[config.mk]
export PLATFORM = sky130hd
export DESIGN_NAME = md_audio_mixer
export DESIGN_NICKNAME = d
export VERILOG_FILES = /design/src/rtl/md_audio_mixer.sv
export SDC_FILE = /design/constraint.sdc
export NUM_CORES = 1
export LEC_CHECK = 0
export BUFFER_PORTS_ARGS = -buffer_cell sky130_fd_sc_hd__buf_2
export CAP_MARGIN = 20
export CORE_ASPECT_RATIO = 1.25
export CORE_UTILIZATION = 55
export DETAILED_ROUTE_END_ITERATION = 8
export GPL_TIMING_DRIVEN = 0
export MAX_ROUTING_LAYER = met4
export PLACE_DENSITY = 0.82
export SYNTH_ARGS = -nofsm -noshare
export SYNTH_HDL_FRONTEND = slang
export SYNTH_SLANG_ARGS = --single-unit
[constraint.sdc]
create_clock -name MCLK -period 7.1 [get_ports MCLK]
set_input_delay 1.42 -clock MCLK [delete_from_list [all_inputs] [get_ports MCLK]]
set_output_delay 1.42 -clock MCLK [all_outputs]
set_load 0.005 [all_outputs]
[src/rtl/md_audio_mixer.sv]
// Time-multiplexed stereo mixer: snapshots NCH signed sources per sample tick,
// accumulates one gained channel per clock into L/R, then saturates and strobes out.
module md_audio_mixer #(
  parameter int unsigned NCH    = 4,
  parameter int unsigned IW     = 16,
  parameter int unsigned GW     = 8,
  parameter int unsigned GSHIFT = 7,
  parameter int unsigned OW     = 16
) (
  input  logic                MCLK,
  input  logic                reset,
  input  logic                sample_tick,
  input  logic [NCH*IW-1:0]   ch_data,
  input  logic [NCH*GW-1:0]   ch_gain,
  input  logic [NCH-1:0]      ch_en,
  input  logic [2*NCH-1:0]    ch_pan,
  input  logic                clip_clear,
  output logic [OW-1:0]       out_l,
  output logic [OW-1:0]       out_r,
  output logic                out_valid,
  output logic                busy,
  output logic                clip_l,
  output logic                clip_r,
  output logic                overrun
);

  localparam int unsigned PW   = IW + GW + 1;
  localparam int unsigned AW   = PW + $clog2(NCH) + 1;
  localparam int unsigned IDXW = (NCH > 1) ? $clog2(NCH) : 1;
  localparam logic [IDXW-1:0]      LAST = IDXW'(NCH - 1);
  localparam logic signed [OW-1:0] OMAX = {1'b0, {(OW-1){1'b1}}};
  localparam logic signed [OW-1:0] OMIN = {1'b1, {(OW-1){1'b0}}};

  typedef enum logic [1:0] {IDLE, ACCUM, OUT} state_t;

  state_t                 state_q, state_d;
  logic [IDXW-1:0]        idx_q, idx_d;
  logic signed [AW-1:0]   acc_l_q, acc_l_d, acc_r_q, acc_r_d;
  logic [NCH*IW-1:0]      data_q, data_d;
  logic [NCH*GW-1:0]      gain_q, gain_d;
  logic [NCH-1:0]         en_q, en_d;
  logic [2*NCH-1:0]       pan_q, pan_d;
  logic [OW-1:0]          out_l_q, out_l_d, out_r_q, out_r_d;
  logic                   out_valid_q, out_valid_d, busy_q, busy_d;
  logic                   clip_l_q, clip_l_d, clip_r_q, clip_r_d;
  logic                   overrun_q, overrun_d;

  logic [IW-1:0]          cur_data;
  logic [GW-1:0]          cur_gain;
  logic                   cur_l, cur_r;
  logic signed [PW-1:0]   prod;
  logic signed [AW-1:0]   sh_l, sh_r;
  logic [OW:0]            sat_l, sat_r;

  // Returns {clipped, saturated value}.
  function automatic logic [OW:0] sat(input logic signed [AW-1:0] v);
    if (v > AW'(OMAX))      return {1'b1, OMAX};
    else if (v < AW'(OMIN)) return {1'b1, OMIN};
    else                    return {1'b0, v[OW-1:0]};
  endfunction

  // Select the snapshotted channel addressed by idx_q.
  always_comb begin
    cur_data = '0;
    cur_gain = '0;
    cur_l    = 1'b0;
    cur_r    = 1'b0;
    for (int unsigned i = 0; i < NCH; i++) begin
      if (idx_q == IDXW'(i)) begin
        cur_data = data_q[i*IW +: IW];
        cur_gain = gain_q[i*GW +: GW];
        cur_l    = en_q[i] & pan_q[2*i];
        cur_r    = en_q[i] & pan_q[2*i+1];
      end
    end
  end

  assign prod  = PW'($signed(cur_data)) * PW'($signed({1'b0, cur_gain}));
  assign sh_l  = acc_l_q >>> GSHIFT;
  assign sh_r  = acc_r_q >>> GSHIFT;
  assign sat_l = sat(sh_l);
  assign sat_r = sat(sh_r);

  always_comb begin
    state_d     = state_q;
    idx_d       = idx_q;
    acc_l_d     = acc_l_q;
    acc_r_d     = acc_r_q;
    data_d      = data_q;
    gain_d      = gain_q;
    en_d        = en_q;
    pan_d       = pan_q;
    out_l_d     = out_l_q;
    out_r_d     = out_r_q;
    out_valid_d = 1'b0;
    clip_l_d    = clip_l_q & ~clip_clear;
    clip_r_d    = clip_r_q & ~clip_clear;
    // A tick during a computation is dropped; the set beats a coincident clear.
    overrun_d   = (overrun_q & ~clip_clear) | (sample_tick & (state_q != IDLE));
    case (state_q)
      IDLE: begin
        if (sample_tick) begin
          data_d  = ch_data;
          gain_d  = ch_gain;
          en_d    = ch_en;
          pan_d   = ch_pan;
          acc_l_d = '0;
          acc_r_d = '0;
          idx_d   = '0;
          state_d = ACCUM;
        end
      end
      ACCUM: begin
        if (cur_l) acc_l_d = acc_l_q + AW'(prod);
        if (cur_r) acc_r_d = acc_r_q + AW'(prod);
        if (idx_q == LAST) state_d = OUT;
        else               idx_d   = idx_q + IDXW'(1);
      end
      OUT: begin
        out_l_d     = sat_l[OW-1:0];
        out_r_d     = sat_r[OW-1:0];
        clip_l_d    = clip_l_d | sat_l[OW];
        clip_r_d    = clip_r_d | sat_r[OW];
        out_valid_d = 1'b1;
        state_d     = IDLE;
      end
      default: state_d = IDLE;
    endcase
    busy_d = (state_d != IDLE);
  end

  always_ff @(posedge MCLK) begin
    if (reset) begin
      state_q     <= IDLE;
      idx_q       <= '0;
      acc_l_q     <= '0;
      acc_r_q     <= '0;
      data_q      <= '0;
      gain_q      <= '0;
      en_q        <= '0;
      pan_q       <= '0;
      out_l_q     <= '0;
      out_r_q     <= '0;
      out_valid_q <= 1'b0;
      busy_q      <= 1'b0;
      clip_l_q    <= 1'b0;
      clip_r_q    <= 1'b0;
      overrun_q   <= 1'b0;
    end else begin
      state_q     <= state_d;
      idx_q       <= idx_d;
      acc_l_q     <= acc_l_d;
      acc_r_q     <= acc_r_d;
      data_q      <= data_d;
      gain_q      <= gain_d;
      en_q        <= en_d;
      pan_q       <= pan_d;
      out_l_q     <= out_l_d;
      out_r_q     <= out_r_d;
      out_valid_q <= out_valid_d;
      busy_q      <= busy_d;
      clip_l_q    <= clip_l_d;
      clip_r_q    <= clip_r_d;
      overrun_q   <= overrun_d;
    end
  end

  assign out_l     = out_l_q;
  assign out_r     = out_r_q;
  assign out_valid = out_valid_q;
  assign busy      = busy_q;
  assign clip_l    = clip_l_q;
  assign clip_r    = clip_r_q;
  assign overrun   = overrun_q;

endmodule

Word level (Yosys, flattened, before mapping)
Index checks and enable logic that the tools add are counted.

operators by class
  $add $sub $neg = 3
  $mul = 1
  $lt $le $gt $ge = 4
  eq/ne operators = 9
  muxes and demuxes = 34
  bitwise operators = 16
  reductions and logical operators = 9

operator list
  operator                number
  $pmux W28 S2            2
  $mux W28                3
  $mux W17                4
  $mux W16                4
  $add A28 B25 Y28        2
  $gt A21 B16 Y1 const B  2
  $lt A21 B16 Y1 const B  2
  $mux W8                 4
  $mul A16 B9 Y25         1
  $and A1 B1 Y1           12
  $mux W1                 11
  $reduce_and A3 Y1       3
  $mux W2                 4
  $ne A2 B2 Y1 const B    4
  $pmux W2 S2             2
  $eq A2 B2 Y1 const B    3
  $reduce_bool A2 Y1      3
  $eq A2 B1 Y1 const B    2
  $logic_not A2 Y1        2
  $or A1 B1 Y1            3
  $add A2 B1 Y2 const B   1
  $reduce_and A2 Y1       1
  $not A1 Y1              1

storage, ports and cells
  register bits = 205
  bits of input ports = 112
  output and inout bits = 37
  word-level logic and storage cells = 91

Longest topological paths before layout
  depth in word-level cells = 9
  mapped depth = 40

Worst setup path before layout
Ideal clock, no wire load.

  kind = register -> register
  start = reg idx_q[0]
  end = reg acc_r_q[27]
  setup time = 73 ps
  arrival time = 7,664 ps
  data required time = 7,027 ps
  setup slack = -638 ps
  cell stages (with the launch flop) = 37
  path buffers = 2
  path through = dfxtp_1 > ha_1 > clkbuf_1 > clkbuf_1 > nor2_1 > a21oi_1 > nor2_1 > a21oi_1 > nor2_1 > a21oi_1 > nand2b_1 > inv_1 > fa_1 > inv_1 > fa_1 > inv_1 > fa_1 > inv_1 > fa_1 > inv_1 > ha_1 > a21o_1 > a21o_1 > o31ai_1 > a31oi_1 > a21o_1 > a311oi_2 > ha_1 > inv_1 > o21ba_2 > nor3b_1 > a2111oi_0 > o21ai_0 > a21oi_1 > or3b_1 > and2_4 > o211ai_2

on the way
  word-level cells in the longest chain between the ends = 9
  elaborated cells between the ends (all ways) = 22
  classes of those cells = 1 x add/sub; 1 x mul; 4 x eq/ne; 14 x mux; 2 x reduce/logical

RTL lines
  item                                                     RTL line  RTL
  from (decl)                                              37        logic [IDXW-1:0] idx_q, idx_d;
  from (signal assigned)                                   151       idx_q <= idx_d;
  $logic_not A2 Y1                                         69        if (idx_q == IDXW'(i)) begin
  $mux W16 / $mux W8 (equally long branches) (4 in a row)  69
  $mul A16 B9 Y25                                          78        assign prod = PW'($signed(cur_data)) * PW'($signed({1'b0, cur_gain}));
  $add A28 B25 Y28                                         115       if (cur_r) acc_r_d = acc_r_q + AW'(prod);
  $mux W28                                                 115
  $pmux W28 S2                                             100       case (state_q)
  to (signal assigned)                                     153       acc_r_q <= acc_r_d;
  to (decl)                                                38        logic signed [AW-1:0] acc_l_q, acc_l_d, acc_r_q, acc_r_d;

Parallel ways exist; a longest one is shown, timed or not. The select of a mux whose other input is x is not followed.
A chain may end at the register's enable or synchronous reset.

Worst setup path after layout
Same ends and word-level chain as after synthesis.

==> impl_metrics.py <==
metrics = {
    "timing": {
        "fin_crit_sh": 1.08,
        "tns_ns": -6.68,
        "slew_viol_final": 0,
        "rsz0062_at_grt": "yes",
        "finalSetupViolCount": 23,
        "fmax_mhz": 130,
        "tightest_slew_ns": 1.09,
        "hold_viol_final": 0,
        "finalWorstSetupSlack_ns": -0.577,
        "min_period_ns": 7.68,
        "maxSlewHeadroom": 0.265,
        "fin_worst_skew_ns": 0.0132,
    },
    "yosys": {
        "ys_async_sr_fraction": 0,
        "ys_warn_count": 0,
        "synth_edf_count": 0,
        "synth-seq-cells": 205,
        "avgSynthCellArea_um2": 7.55,
        "synth_area_um2": 15300,
        "synth_cell_types": 59,
        "synthCells": 2021,
        "seq_area_frac_synth": 0.269,
        "synth_ff_type": "dfxtp_1",
        "synthesis.nets": 2345,
    },
    "floorplanning": {
        "start_util": 0.565,
        "die_y_um": 188,
        "core-area_um2": 27000,
        "rows": 67,
        "die_area_um2": 28400,
        "die_w_um": 151,
        "pin_count": 149,
    },
    "global_route": {
        "grt_pass1_vias": 15600,
        "antenna_found_initial": 0,
        "grt_usage": 0.350,
        "grt_pass1_wl_um": 76200,
        "grt_overflow": 0,
        "grt_max_degree": 14,
    },
    "place": {
        "hpwlAfterDp_um": 34500,
        "gp_congestion": 1.03,
        "placed_area_um2": 16600,
        "portBuffers": 148,
    },
    "hold_path": {
        "min_from": "data_q[5]$_SDFFE_PP0P_",
        "holdPathStages": 2,
        "hold_path.class": "reg -> reg",
    },
    "cells_and_area": {
        "layout.nets": 2632,
        "antennaDiodeCount": 0,
        "final_cell_mix": "nand2_1 (325), a21oi_1 (235), dfxtp_1 (203)",
        "fill_cells": 1852,
        "mostFrequentLayoutCell": "nand2_1",
        "layout-drive-gt1-share": 0.258,
        "final_core_util": 0.744,
        "areaGrowthSynthToFinish_pct": 31.7,
        "fin_area_um2": 20100,
    },
    "route": {
        "first_pass_iters": 8,
        "routed_wl_um": 51600,
        "detail_route.wl_per_cell_um": 19.3,
        "first_iter_violations": 1300,
        "routed_via_density": 5.93,
        "ant_nets": 0,
        "num_vias": 15800,
        "drc": 0,
    },
    "worst_setup_path": {
        "cp_data_arrival_time_ns": 8.15,
        "r2r_cells": 37,
        "critical_path_class": "reg -> reg",
        "cp-end-kind": "flop",
        "worst-path-buf-inv": 8,
        "critPathMaxStageDelay_ns": 0.61,
        "r2r-start": "idx_q[0]$_SDFFE_PP0P_",
        "path_depth": 37,
        "crit_slowest_cell": "fa_1",
        "cp.required_ns": 7.57,
        "cp_max_fo": 7,
        "critPathTopFamily": "adder cells",
        "crit_path_start_kind": "flop",
        "cp-startpoint": "idx_q[0]$_SDFFE_PP0P_",
    },
    "clock_tree": {
        "cts_buffers": 24,
        "insertion_delay_ns": 0.55,
        "cts.sinks": 205,
        "postCtsHoldBufs": 0,
        "path_clk_slew_ns": 0.06,
        "cts_tree": "yes",
        "root_buffer": "clkbuf_16",
        "clockBufferDepth": 3,
        "htreeDepth": 1,
    },
    "pwr": {
        "cellLeakagePower_nw": 9.10,
        "powerDensity_nw_per_um2": 164,
        "vdd_drop_max_mv": 0.175,
    },
    "status": {
        "status": "finished, violations left",
        "violations": "negative setup slack",
    },
    "run": {
        "cap_violations": 0,
    },
}
[registers in the layout (all words and copies together), names as in the netlist]
register,flops
acc_l_q,28
out_r,16
pan_q,8
data_q,64
clip_r,1
acc_r_q,28
clip_l,1
overrun,1
busy,1
state_q,2
out_l,16
gain_q,32
idx_q,2
en_q,4
out_valid,1
[final timing paths]
check	end	slack, ns
worst min register to register	data_q[5]$_SDFFE_PP0P_	0.45
worst min-delay path	data_q[5]$_SDFFE_PP0P_	0.45
worst max-delay path	acc_r_q[27]$_SDFFE_PP0P_	-0.58
worst max register to register	acc_r_q[27]$_SDFFE_PP0P_	-0.58
[logic make-up after synthesis]
kind of cell	count (synthesis)	synth area share
and+or+nand+nor	778	0.217
xor gates and xnor gates	56	0.0322
buffers and inverters	281	0.0692
AOI/OAI and AO/OA	488	0.187
DFF	205	0.269
muxes	1	0.000656
adders and majority gates	212	0.225
[Yosys cell counts (21+ instances only)]
| master | n | area share |
|---|---|---|
| nor3_1 | 54 | 0.018 |
| dfxtp_1 | 205 | 0.27 |
| fa_1 | 104 | 0.14 |
| xnor2_1 | 39 | 0.022 |
| nor2_1 | 244 | 0.060 |
| ha_1 | 108 | 0.089 |
| a31oi_1 | 21 | 0.0086 |
| a21o_1 | 37 | 0.018 |
| nand2_1 | 342 | 0.084 |
| a21oi_1 | 295 | 0.097 |
| o21ai_0 | 40 | 0.013 |
| nand3_1 | 44 | 0.014 |
| clkbuf_1 | 86 | 0.021 |
| inv_1 | 181 | 0.045 |
[area by class of cell]
cell class	count	area, µm²	share of cell area
tap	345	432	0.0215
inverter	181	692	0.0344
multi-input combinational	1535	11700	0.581
timing repair buffer	268	1800	0.0896
clock buffer	36	716	0.0356
sequential	205	4110	0.205
clock inverter	7	90.1	0.00448
buffer	93	581	0.0289
[through the flow]
step	cells	hold WS (ns)	setup WS (ns)	power [mW]
4_1_cts	2624	0.457	-0.429	3.17
6_report	2670	0.455	-0.577	3.29
5_1_grt	2670	0.467	-0.790	3.40
3_5_place_dp	2515	0.448	-1.64	1.80
2_1_floorplan	2021	0.432	0.00471	1.62
3_3_place_gp	2514	0.442	-1.53	1.79
[worst min-delay path, cell delays in order (launching register included)]
cell and delay, ns:
dfxtp_1 0.31, nand2_1 0.05, a21oi_1 0.05
[what timing repair did]
item	4_1_cts	5_1_grt
pin swaps	112	108
gates cloned	4	2
buffers inserted	69	47
endpoints found under the hold margin	0	0
setup endpoints to repair	36	33
gates resized for setup	253	151
[metal layers]
| metal | part of all wire | vias up | wire length, µm | global-route usage |
|---|---|---|---|---|
| li1 | - | 7292 | - | - |
| met1 | 0.37 | 7422 | 19000 | 0.381 |
| met2 | 0.48 | 824 | 24900 | 0.596 |
| met3 | 0.062 | 301 | 3210 | 0.0446 |
| met4 | 0.086 | 0 | 4420 | 0.222 |
| met5 | 0 | - | 0 | - |
[power breakdown]
part           leakage, nW  internal [mW]  switching [mW]
clock                0.390          0.735           0.520
sequential            1.67           1.19          0.0286
combinational         7.04          0.335           0.478
(Power assumes the default switching activity.)
